### src/rtl/dly_chan.sv
// Multi-channel programmable pulse delay: per-channel down-counter with
// abort, retrigger policy, periodic auto-repeat and missed-trigger reporting.
module dly_chan #(
  parameter int unsigned NCH    = 4,
  parameter int unsigned W      = 8,
  parameter bit          RETRIG = 1'b1
) (
  input  logic              clk,
  input  logic              reset,
  input  logic [NCH-1:0]    in,
  input  logic [NCH*W-1:0]  dly,
  input  logic [NCH-1:0]    rep,
  input  logic [NCH-1:0]    abort,
  output logic [NCH-1:0]    p,
  output logic [NCH-1:0]    busy,
  output logic [NCH-1:0]    miss
);

  localparam logic [W-1:0] ONE = W'(1);

  for (genvar k = 0; k < NCH; k++) begin : g_ch
    logic [W-1:0] cnt, cnt_nxt, dk, de;
    logic         miss_q, miss_nxt;
    logic         load_ok;

    assign dk = dly[k*W +: W];
    assign de = (dk == '0) ? ONE : dk;

    // A trigger in the final cycle of a non-repeating count is a fresh load,
    // so the RETRIG=0 policy only rejects it when the channel stays busy.
    assign load_ok = (cnt == '0) || RETRIG || ((cnt == ONE) && !rep[k]);

    always_comb begin
      cnt_nxt  = cnt;
      miss_nxt = 1'b0;
      if (abort[k]) begin
        cnt_nxt = '0;
      end else if (in[k] && load_ok) begin
        cnt_nxt = de;
      end else begin
        miss_nxt = in[k];
        if (cnt == ONE)
          cnt_nxt = rep[k] ? de : '0;
        else if (cnt != '0)
          cnt_nxt = cnt - ONE;
      end
    end

    always_ff @(posedge clk or negedge reset) begin
      if (!reset) begin
        cnt    <= '0;
        miss_q <= 1'b0;
      end else begin
        cnt    <= cnt_nxt;
        miss_q <= miss_nxt;
      end
    end

    assign p[k]    = (cnt == ONE) && !abort[k];
    assign busy[k] = (cnt != '0);
    assign miss[k] = miss_q;
  end

endmodule

### config.mk
export PLATFORM = sky130hd
export DESIGN_NAME = dly_chan
export DESIGN_NICKNAME = d
export VERILOG_FILES = /design/src/rtl/dly_chan.sv
export SDC_FILE = /design/constraint.sdc
export NUM_CORES = 1
export LEC_CHECK = 0
export ABC_AREA = 1
export BUFFER_PORTS_ARGS = -buffer_cell sky130_fd_sc_hd__clkbuf_2
export CORE_UTILIZATION = 57
export CTS_BUF_LIST = sky130_fd_sc_hd__clkbuf_4
export DETAILED_ROUTE_END_ITERATION = 10
export PLACE_DENSITY = 0.8
export SYNTH_ARGS = -nofsm -noshare
export SYNTH_HDL_FRONTEND = slang
export SYNTH_SLANG_ARGS = --single-unit
export TNS_END_PERCENT = 30
### constraint.sdc
create_clock -name clk -period 1.7 [get_ports clk]
set_clock_uncertainty 0.1 [all_clocks]
set_input_delay 0 -clock clk [delete_from_list [all_inputs] [get_ports clk]]
set_output_delay 0 -clock clk [all_outputs]
set_load 0.05 [all_outputs]
==> impl_metrics.ini <==
[run_status]
outcome = finished, violations left
violations = DRC, setup timing

[drt]
drcViolationCount = 2
avgRoutedWirePerCell_um = 13.46
firstDrtPassIters = 10
drt.antenna.violating_nets = 0
num_vias = 3121
drt_iter0_markers = 275
routed_via_density = 5.390
wl_um = 7795

[yosys]
synth-warning-count = 0
async_flop_share = 1.000
synth.distinct_cells = 32
netlist_instances = 407
synthFlopType = dfrtp_1
ys_ff_latch = 32
ys_seq_area_frac = 0.2951
synth_edf_count = 0
syn_area_per_cell_um2 = 6.668
syn_area_mm2 = 0.002714

[global_route]
track_usage = 0.2978
grt_pass1_wl_um = 12000
antenna_found_initial = 0
grt_overflow = 0
grt_start_max_net_pins = 12
grt_pass1_vias = 2809

[final_layout]
syn2layout_area_growth_pct = 39.83
top_register = g_ch.cnt
top_regs = g_ch.cnt (32)
fillers = 236
layout.nets = 584
fin_util = 0.8482
final_area_mm2 = 0.003795
drive_gt1_frac = 0.2694
n_antenna_cell = 0
largest_reg_flops = 32

[power]
p_switching_mw = 1.688
seq_power_share = 0.297
vdd_drop_max_v = 0.0006256
pwr-share-clk = 0.124
pwr-share-comb = 0.579
power.share.switching = 0.4780
leakage_nw = 2.034
intPower_mw = 1.844
powerDensity_mw_per_mm2 = 930.8

[place]
io_buffer_count = 53
hpwlAfterDp_um = 4645
gp_congestion = 0.8281
preCtsSetupSlack_ns = 0.02780
placed_area_mm2 = 0.003027

[worst_setup_path]
endpoint_kind = primary output
startpoint_type = flop
reg2reg_slack_ns = 0.05
cp_max_fo = 3
cp-endpoint = p[2]
crit_start = g_ch[2].cnt[1]
critPathKind = reg -> out
worstRegToRegCells = 10
cp_data_required_time_ns = 1.60
arrival_ns = 1.62
r2r_start = g_ch[3].cnt[1]
reg2reg_to = g_ch[3].cnt[0]

[clock_tree]
cts_buffers = 5
cts_root_buf = clkbuf_4
cts_max_level = 2
insertion_delay_ns = 0.34
clkTransAtPathRegs_ns = 0.12
cts_sinks = 32
cts_tree = yes
cts_buffer_depth = 2

[floorplan]
core-area_mm2 = 0.004474
die_h_um = 71
die_w_um = 71
dieArea_mm2 = 0.005041
rows = 24
floorplan.initialDensity = 0.6065
io_pins = 58

[sta]
rsz0062_at_grt = true
slew_viol_final = 0
max_freq_ghz = 0.5807
tightest_slew_ns = 0.5138
min_period_over_period = 1.013
setup_viol_count_final = 1
hold_viol = 0
finalWorstSetupSlack_ns = -0.02214
finalCriticalPeriod_ns = 1.722
slew_headroom = 0.6564

[run]
cap_violations = 0

[hold_path]
hold_class = in -> reg
min-delay-start = dly[16]
worst max-delay path, stage by stage (launching register included):
cell and delay, ns:
dfrtp_1 0.42, inv_2 0.11, ha_4 0.16, nand2_4 0.08
nor2_4 0.16, inv_2 0.08, nor2_4 0.12, buf_8 0.15
cell usage in the layout, fill, tap and decap left out, types with 9 or more instances in the layout:
cell type / n
nor2_1: 35
a21oi_1: 16
nor2_4: 19
o21ai_0: 11
xor2_1: 9
dlygate4sd3_1: 45
inv_1: 53
ha_1: 9
nand3_1: 51
clkbuf_2: 45
nand2_1: 105
inv_2: 11
buf_4: 20
dfrtp_1: 31
cells by family after synthesis:
group / Yosys count / synth area share
compound gates: 34 / 0.07746
xor+xnor: 12 / 0.03873
fa+ha+maj: 12 / 0.05532
buf+inv: 74 / 0.1106
flops: 32 / 0.2951
other cells: 1 / 0.001382
simple gates: 242 / 0.4214
routing by layer:
metal	global-route usage	up-vias	wire length (um)
met5	0	-	0
met1	0.3709	1408	3144
met2	0.5406	190	3885
met4	0.06222	0	144
li1	-	1495	-
met3	0.05271	28	622
Yosys cell counts, types with 2 or more instances:
master | count | area, um^2
a21oi_1 | 16 | 80.08
a21oi_4 | 2 | 32.53
buf_4 | 4 | 30.03
clkbuf_1 | 4 | 15.01
dfrtp_1 | 32 | 800.8
ha_1 | 12 | 150.1
inv_1 | 62 | 232.7
inv_2 | 2 | 7.510
nand2_1 | 109 | 409.1
nand2_2 | 5 | 31.28
nand2_4 | 3 | 33.78
nand3_1 | 51 | 255.2
nand4_1 | 5 | 31.28
nor2_1 | 42 | 157.7
nor2_2 | 6 | 37.54
nor2_4 | 10 | 112.6
nor3_1 | 2 | 10.01
o21ai_0 | 11 | 55.05
o21ai_1 | 2 | 10.01
or2_2 | 5 | 31.28
xnor2_1 | 3 | 26.28
xor2_1 | 9 | 78.83
per-stage QoR:
stage / power (mW) / TNS (ns) / std cells / hold WS (ns)
floorplan: 2.314 / 0 / 410 / -0.3956
CTS: 3.217 / -0.02604 / 560 / -0.1549
finish: 3.532 / -0.02214 / 579 / 0.02294
global route: 3.768 / -0.2221 / 579 / 0.05536
global placement: 2.624 / 0 / 509 / -0.1926
detailed placement: 2.661 / 0 / 509 / -0.1910
timing repair:
item                                   CTS  global route
endpoints found under the hold margin   64             5
hold buffers                            40             5
gates resized for setup                 14            37
setup endpoints to repair                5            22
pin swaps                                1            10
buffers inserted                         3            14
cell type report:
type,count,area (um^2),share of cell area
clock buffers,5,37.54,0.009891
clock inverters,3,13.76,0.003627
inverters,65,244.0,0.06429
multi-input cells,304,1732,0.4563
flip-flops and latches,32,802.0,0.2113
well taps,52,65.06,0.01714
repair buffers,118,900.9,0.2374
power by group through the flow:
stage	Clock, mW	Sequential, mW	Combinational, mW
after floorplan	0	1.02	1.29
after global placement	0	1.04	1.58
after detailed placement	0	1.05	1.61
after CTS	0.435	1.03	1.75
after global routing	0.464	1.06	2.24
final	0.437	1.05	2.05
worst min path at each step:
stage | end | slack [ns] | cells past startpoint
after floorplan | g_ch[0].cnt[0] | -0.40 | 0
after global placement | g_ch[0].cnt[0] | -0.19 | 1
after detailed placement | g_ch[0].cnt[0] | -0.19 | 1
after CTS | g_ch[2].cnt[7] | -0.15 | 4
after global routing | g_ch[1].cnt[7] | 0.06 | 5
final | g_ch[2].cnt[0] | 0.02 | 7
No activity file was read; power rests on OpenSTA's default activity.
